`src/rtl/adquisicion_temp.sv`:
```
// Temperature sensor acquisition: periodic 16-bit SPI-like read,
// frame validation (sync, parity, range) and sensor error tracking.
module adquisicion_temp #(
    parameter int unsigned DIV_SCLK        = 4,
    parameter int unsigned PERIODO_MUESTRA = 200,
    parameter int unsigned TEMP_MAX        = 1000
) (
    input  logic       clk,
    input  logic       arst_n,
    input  logic       sensor_miso,
    output logic       sensor_cs_n,
    output logic       sensor_sclk,
    output logic [9:0] temp_salida,
    output logic       temp_valida,
    output logic       error_sensor
);

    localparam int unsigned CMAX =
        (PERIODO_MUESTRA > DIV_SCLK) ? PERIODO_MUESTRA : DIV_SCLK;
    localparam int unsigned CW = $clog2(CMAX + 1);

    localparam logic [CW-1:0] FIN_REPOSO = CW'(PERIODO_MUESTRA - 1);
    localparam logic [CW-1:0] FIN_MEDIO  = CW'(DIV_SCLK - 1);

    typedef enum logic [1:0] {
        REPOSO,
        SELECCION,
        TRANSFERENCIA,
        CIERRE
    } estado_t;

    estado_t       estado_q, estado_d;
    logic [CW-1:0] cnt_q, cnt_d;
    logic [4:0]    medio_q, medio_d;
    logic [15:0]   trama_q;
    logic [1:0]    err_q, err_d;
    logic [9:0]    temp_d;
    logic          valida_d;
    logic          sclk_d;
    logic          cs_n_d;
    logic          muestrear;

    logic [9:0] codigo;
    logic       sync_ok;
    logic       paridad_ok;
    logic       rango_ok;
    logic       aceptar;

    assign codigo     = trama_q[11:2];
    assign sync_ok    = (trama_q[15:12] == 4'b1010);
    assign paridad_ok = ~^trama_q;
    assign rango_ok   = (32'(codigo) <= TEMP_MAX);
    assign aceptar    = sync_ok && paridad_ok && rango_ok;

    always_comb begin
        estado_d  = estado_q;
        cnt_d     = cnt_q + CW'(1);
        medio_d   = medio_q;
        sclk_d    = sensor_sclk;
        muestrear = 1'b0;
        temp_d    = temp_salida;
        valida_d  = 1'b0;
        err_d     = err_q;
        unique case (estado_q)
            REPOSO: begin
                sclk_d = 1'b0;
                if (cnt_q == FIN_REPOSO) begin
                    estado_d = SELECCION;
                    cnt_d    = '0;
                end
            end
            SELECCION: begin
                sclk_d = 1'b0;
                if (cnt_q == FIN_MEDIO) begin
                    estado_d  = TRANSFERENCIA;
                    cnt_d     = '0;
                    medio_d   = '0;
                    sclk_d    = 1'b1;
                    muestrear = 1'b1;
                end
            end
            TRANSFERENCIA: begin
                // 32 half-periods; odd ones are low, so the last ends low
                if (cnt_q == FIN_MEDIO) begin
                    cnt_d = '0;
                    if (medio_q == 5'd31) begin
                        estado_d = CIERRE;
                        sclk_d   = 1'b0;
                    end else begin
                        medio_d   = medio_q + 5'd1;
                        sclk_d    = ~sensor_sclk;
                        muestrear = ~sensor_sclk;
                    end
                end
            end
            CIERRE: begin
                estado_d = REPOSO;
                cnt_d    = '0;
                sclk_d   = 1'b0;
                if (aceptar) begin
                    temp_d   = codigo;
                    valida_d = 1'b1;
                    err_d    = 2'd0;
                end else if (err_q != 2'd3) begin
                    err_d = err_q + 2'd1;
                end
            end
            default: begin
                estado_d = REPOSO;
                cnt_d    = '0;
                sclk_d   = 1'b0;
            end
        endcase
        cs_n_d = (estado_d == REPOSO) || (estado_d == CIERRE);
    end

    always_ff @(posedge clk or negedge arst_n) begin
        if (!arst_n) begin
            estado_q     <= REPOSO;
            cnt_q        <= '0;
            medio_q      <= '0;
            trama_q      <= '0;
            err_q        <= 2'd0;
            sensor_cs_n  <= 1'b1;
            sensor_sclk  <= 1'b0;
            temp_salida  <= 10'd220;
            temp_valida  <= 1'b0;
            error_sensor <= 1'b0;
        end else begin
            estado_q     <= estado_d;
            cnt_q        <= cnt_d;
            medio_q      <= medio_d;
            err_q        <= err_d;
            sensor_cs_n  <= cs_n_d;
            sensor_sclk  <= sclk_d;
            temp_salida  <= temp_d;
            temp_valida  <= valida_d;
            error_sensor <= (err_d == 2'd3);
            if (muestrear) begin
                trama_q <= {trama_q[14:0], sensor_miso};
            end
        end
    end

endmodule

```
`config.mk`:
```
export PLATFORM = sky130hd
export DESIGN_NAME = adquisicion_temp
export DESIGN_NICKNAME = d
export VERILOG_FILES = /design/src/rtl/adquisicion_temp.sv
export SDC_FILE = /design/constraint.sdc
export NUM_CORES = 1
export LEC_CHECK = 0
export ABC_CLOCK_PERIOD_IN_PS = 2500
export CAP_MARGIN = 30
export CORE_MARGIN = 3
export CORE_UTILIZATION = 60
export CTS_BUF_LIST = sky130_fd_sc_hd__clkbuf_8
export DETAILED_ROUTE_END_ITERATION = 10
export GPL_ROUTABILITY_DRIVEN = 0
export PLACE_DENSITY = 0.93
export SYNTH_ARGS = -nofsm -noshare
export SYNTH_HDL_FRONTEND = slang
export SYNTH_SLANG_ARGS = --single-unit
```
`constraint.sdc`:
```
create_clock -name clk -period 2.5 [get_ports clk]
set_input_delay 0.75 -clock clk [delete_from_list [all_inputs] [get_ports clk]]
set_output_delay 0.75 -clock clk [all_outputs]
set_load 0.005 [all_outputs]
```
* Word-level counts from Yosys, hierarchy flattened
Index checks and enable logic that the tools add are counted.
** Storage, ports and cells
- Word-level logic and storage cells :: 62
- Flip-flop bits (word level) :: 47
** Cells by class
- Muxes and demuxes :: 23
- Reduce and logical (&&, ||, !) cells :: 11
- $lt $le $gt $ge :: 1
- Equal/unequal tests :: 13
- $add $sub $neg :: 3
- Bitwise operators :: 1
** Operators by type and width (count)
- case mux 8 bit (3 select lines) :: 1
- 2-to-1 mux 8 bit :: 2
- XNOR reduction 16 bit :: 1
- 2-to-1 mux 5 bit :: 3
- 2-to-1 mux 2 bit :: 7
- <= comparator 10 bit, second input constant :: 1
- case mux 5 bit (2 select lines) :: 1
- adder 8 x 1 -> 8 bit, second input constant :: 1
- equality test 2 bit, second input constant :: 4
- equality test 8 x 2 -> 1 bit, second input constant :: 1
- equality test 8 bit, second input constant :: 1
- != test 2 bit, second input constant :: 4
- case mux 2 bit (4 select lines) :: 1
- 2-to-1 mux 1 bit :: 6
- adder 5 x 1 -> 5 bit, second input constant :: 1
- equality test 5 bit, second input constant :: 1
- equality test 4 bit, second input constant :: 1
- zero test 2 bit :: 2
- AND reduction 4 bit :: 1
- OR reduction 2 bit :: 2
- case mux 1 bit (3 select lines) :: 1
- adder 2 x 1 -> 2 bit, second input constant :: 1
- equality test 2 x 1 -> 1 bit, second input constant :: 1
- logical AND 1 bit :: 2
- 5 further kinds :: 5

* Depth between registers and ports, before layout
Gate-level depths: netlist of the first run.
- Word-level depth :: 6
- Mapped depth :: 8

* Worst setup path before layout of the first run
OpenSTA, ideal clock, no wires.
- Kind :: register to register
- Start point :: register trama_q[14]
- End point :: register temp_salida[0]
- Stages on the path, launching flop included :: 8
- Setup slack :: 0.407 ns
- Data arrival time :: 1.968 ns
- Clock period less this slack :: 2.093 ns
- Path buffers :: 1
- Required time :: 2.375 ns
- Cells stage by stage :: dfrtp_1 inv_1 ha_1 xnor2_1 xnor3_1 mux2i_2 buf_6 mux2_2
** On the way
- Cells in the longest elaborated chain, start to end :: 4
- Elaborated cells on any way between the ends :: 5
** Ends and longest elaborated chain
- start, declared :: RTL line 35 : logic [15:0] trama_q;
- start signal, assigned :: RTL line 140 : trama_q <= {trama_q[14:0], sensor_miso};
- XNOR reduction 16 bit or equality test 4 bit (tied branches) :: RTL line 51, 50
- logical AND 1 bit (*) (2 in series) :: RTL line 53 : assign aceptar = sync_ok && paridad_ok && rango_ok;
- AND reduction 2 bit (no line) (*)
- end signal, assigned :: RTL line 136 : temp_salida <= temp_d;
- end, declared :: RTL line 13 : output logic [9:0] temp_salida,
Every way passes the cells marked *; elsewhere a longest branch is shown, timed or not.
A chain may end at the register's enable or synchronous reset.

* Worst setup path in the final report of the first run
- Start point :: register trama_q[13]
- End point :: register temp_salida[8]
Same word-level chain as after synthesis.

==> impl_metrics.csv, run 1 <==
group,metric,value,unit
outcome,status,"completed",
timing,min_period_over_period,86.7,%
cts,cts_sinks,47,
worst_setup_path,worstSetupPathDepth,6,
timing,skew,0.00610,ns
worst_setup_path,critPathRequiredTime,2.68,ns
worst_hold_path,hp-class,"reg2reg",
worst_setup_path,crit_type,"reg2reg",
routing,ant_nets,0,
routing,vias_per_cell,5.68,
worst_setup_path,cp_num_buf_inv,1,
die,dieWidth,67.8,um
synthesis,synth.avg_cell_area,12.1,um2
final_layout,area_growth_syn_to_layout,14.1,%
die,initial_core_util,65.6,%
die,ios,17,
power,swShare,20.0,%
timing,rsz0062_at_grt,"no",
synthesis,synth-seq-area-share,51.6,%
worst_setup_path,start_kind,"flop",
cts,clk_latency,0.30,ns
cts,post_cts_resized,0,
global_route,grtUsageTotal,19.6,%
timing,slew_violations,0,
synthesis,yosys.area.top_type,"dfrtp_1",
final_layout,multi_input_area,0.00105,mm2
die,rows,21,
global_route,grt_max_degree,48,
final_layout,insertedDiodeCount,0,
final_layout,final_common_cell,"dfrtp_1",
worst_setup_path,reg2reg_depth,6,
synthesis,synth_area_leaders,"dfrtp_1, mux2_2, ha_1, dfstp_2, nor2_1",
worst_setup_path,cp_top_family,"multiplexers",
worst_setup_path,path_max_fanout,7,
timing,fmax,461,MHz
placement,place.port_buffers,16,
global_route,grt_pass1_wl,6.56,mm
final_layout,register_area,0.00118,mm2
power,p_int,1.02,mW
power,finalPower,1.27,mW
routing,totalWireLength,3.89,mm
worst_setup_path,crit_path_end_kind,"flop",
final_layout,fillers,221,
final_layout,fin_nets,233,
timing,hold_viol,0,
power,p_seq_share,60.0,%
die,core,0.00349,mm2
cts,root_buffer,"clkbuf_8",
routing,first_pass_iters,4,
worst_setup_path,path_cells,"ha_1 -> xor3_1 -> o311ai_0 -> mux2i_2 -> buf_4 -> mux2_2",
cts,htree_num_levels,2,
cts,path_clk_slew,0.08,ns
routing,wl_per_cell,14.9,um
synthesis,synth_top_cell_area_share,44.8,%
timing,setup_tns,0,ns
timing,worstMarginPinSlew,0.556,ns
timing,timing.final.crit_period,2.17,ns
placement,dpl.hpwl,2.62,mm
final_layout,final_cell_mix,"dfrtp_1, mux2_2, ha_1",
global_route,gr-total-overflow,0,
power,p_sw,0.253,mW
power,p_per_area,485,mW/mm2
timing,setup_violations,0,
power,power_frac_clock,38.3,%
cts,clk_path_buf_depth,2,
cts,numCtsBuffers,5,
power,irDropWorstVdd,405,uV
worst_setup_path,crit_path_top_delay_cell,"dfrtp_1",
synthesis,ys_warn_count,0,
timing,max_slew_margin,62.9,%
synthesis,synth_cells,190,
global_route,antenna_found_initial,0,
power,p_leak,1.23,nW
routing,drtIter0Drc,179,
synthesis,synth_area,0.00229,mm2
job,max_cap_viol_count,0,
synthesis,ys_seq_elements,47,
worst_setup_path,cp_data_arrival_time,2.35,ns
worst_setup_path,cp_slowest_stage_delay,0.42,ns
synthesis,syn_nets,209,
worst_hold_path,holdPathStages,1,
power,pwr-share-comb,1.6,%
die,die_h,67.8,um
synthesis,synth_cell_types,42,
routing,drc,0,
final_layout,final_layout_size_suffix_gt1_share,20.0,%
cts,cts_tree,"built",
cts,cts_hold_buf,0,
cts,cts_post_setup_buffers_inserted,0,
global_route,grt_pass1_vias,1420,
routing,vias,1482,
die,dieArea,0.00460,mm2
layer usage:
metal / track usage, % / wire, um / up-vias
met3: 5.75 / 144 / 11
li1: - / - / 719
met1: 25.9 / 1760 / 724
met4: 6.95 / 76 / 0
met5: 0 / 0 / -
met2: 31.1 / 1910 / 28
power by group through the flow:
stage                     sequential, mW  combinational [mW]  clock [mW]
after floorplan                    0.776             0.00381           0
after global placement             0.776              0.0218           0
after detailed placement           0.776              0.0220           0
after CTS                          0.761              0.0222       0.494
after global routing               0.762              0.0250       0.528
final                              0.762              0.0207       0.486
synth_stat cells:
cell type / count
nor2b_1: 2
buf_2: 1
nor4b_2: 1
and2_1: 1
ha_1: 16
mux2i_2: 1
xnor3_1: 2
nand2b_1: 3
dfrtp_1: 41
a22o_1: 2
o31ai_1: 1
nor3b_1: 1
a21o_1: 1
or3_1: 1
nand3_1: 4
mux2_2: 21
nor3_1: 1
nor2b_2: 1
o21ai_1: 1
inv_1: 9
and4b_1: 1
o21ai_0: 9
buf_6: 1
nand3b_1: 1
xor2_1: 4
nand2_1: 14
and4_1: 1
o21a_1: 2
a21oi_2: 1
clkbuf_1: 1
xnor2_1: 6
xor3_1: 1
o311ai_0: 2
a31oi_1: 1
dfstp_2: 6
o211ai_1: 1
nand4_1: 3
and3_1: 3
o2bb2ai_1: 1
a21oi_1: 4
nor2_1: 15
o2111ai_1: 1
layout make-up:
cell class	instances	share of cell area [%]
Inverter	9	1.29
Clock buffer	7	3.68
Tap cell	46	2.20
Sequential cell	47	45.3
Clock inverter	1	0.144
Timing Repair Buffer	20	7.08
Multi-Input combinational cell	131	40.3
path summary, 6_finish.rpt:
check | end | slack (ns) | start
min in group asynchronous | sensor_sclk | 0.52 | arst_n
max in group asynchronous | temp_salida[7] | 1.60 | arst_n
min | cnt_q[0] | 0.49 | cnt_q[0]
min reg2reg | cnt_q[0] | 0.49 | cnt_q[0]
max reg2reg | temp_salida[8] | 0.33 | trama_q[13]
max | temp_salida[8] | 0.33 | trama_q[13]
kinds of logic (layout without fill, tap and decap cells):
group | Yosys count | count (layout) | synth area share, %
AND/OR/NAND/NOR | 53 | 53 | 11.9
flip-flops | 47 | 47 | 51.6
AO/OA/AOI/OAI | 27 | 27 | 7.64
multiplexers | 22 | 22 | 10.9
adder cells (fa/ha/maj) | 16 | 16 | 8.73
XOR/XNOR | 13 | 13 | 6.82
buffers and inverters | 12 | 37 | 2.35
metrics by stage:
| step | util, % | hold WS [ns] | area [um2] | cells | worst slack [ns] |
|---|---|---|---|---|---|
| after global placement | 72.0 | 0.469 | 2510 | 253 | 0.422 |
| after global routing | 74.8 | 0.496 | 2620 | 261 | 0.236 |
| after detailed placement | 72.0 | 0.472 | 2510 | 253 | 0.385 |
| final | 74.8 | 0.489 | 2620 | 261 | 0.333 |
| after CTS | 74.8 | 0.483 | 2620 | 261 | 0.331 |
| after floorplan | - | 0.448 | 2290 | 190 | 0.407 |
state kept, by name (all words and copies together) (netlist names):
signal	cells
medio_q	5
estado_q	2
sensor_cs_n	1
sensor_sclk	1
cnt_q	8
err_q	2
trama_q	16
temp_valida	1
error_sensor	1
temp_salida	10
Power figures use the tool's default switching activity.
==> run 2, diff against run 1 <==
--- a/config.mk
+++ b/config.mk
@@ -13,6 +13,7 @@
 export DETAILED_ROUTE_END_ITERATION = 10
 export GPL_ROUTABILITY_DRIVEN = 0
 export PLACE_DENSITY = 0.93
+export SLEW_MARGIN = 20
 export SYNTH_ARGS = -nofsm -noshare
 export SYNTH_HDL_FRONTEND = slang
 export SYNTH_SLANG_ARGS = --single-unit
==> results of run 2 <==
The final DEF is identical to that of run 1; final timing and power are the same.
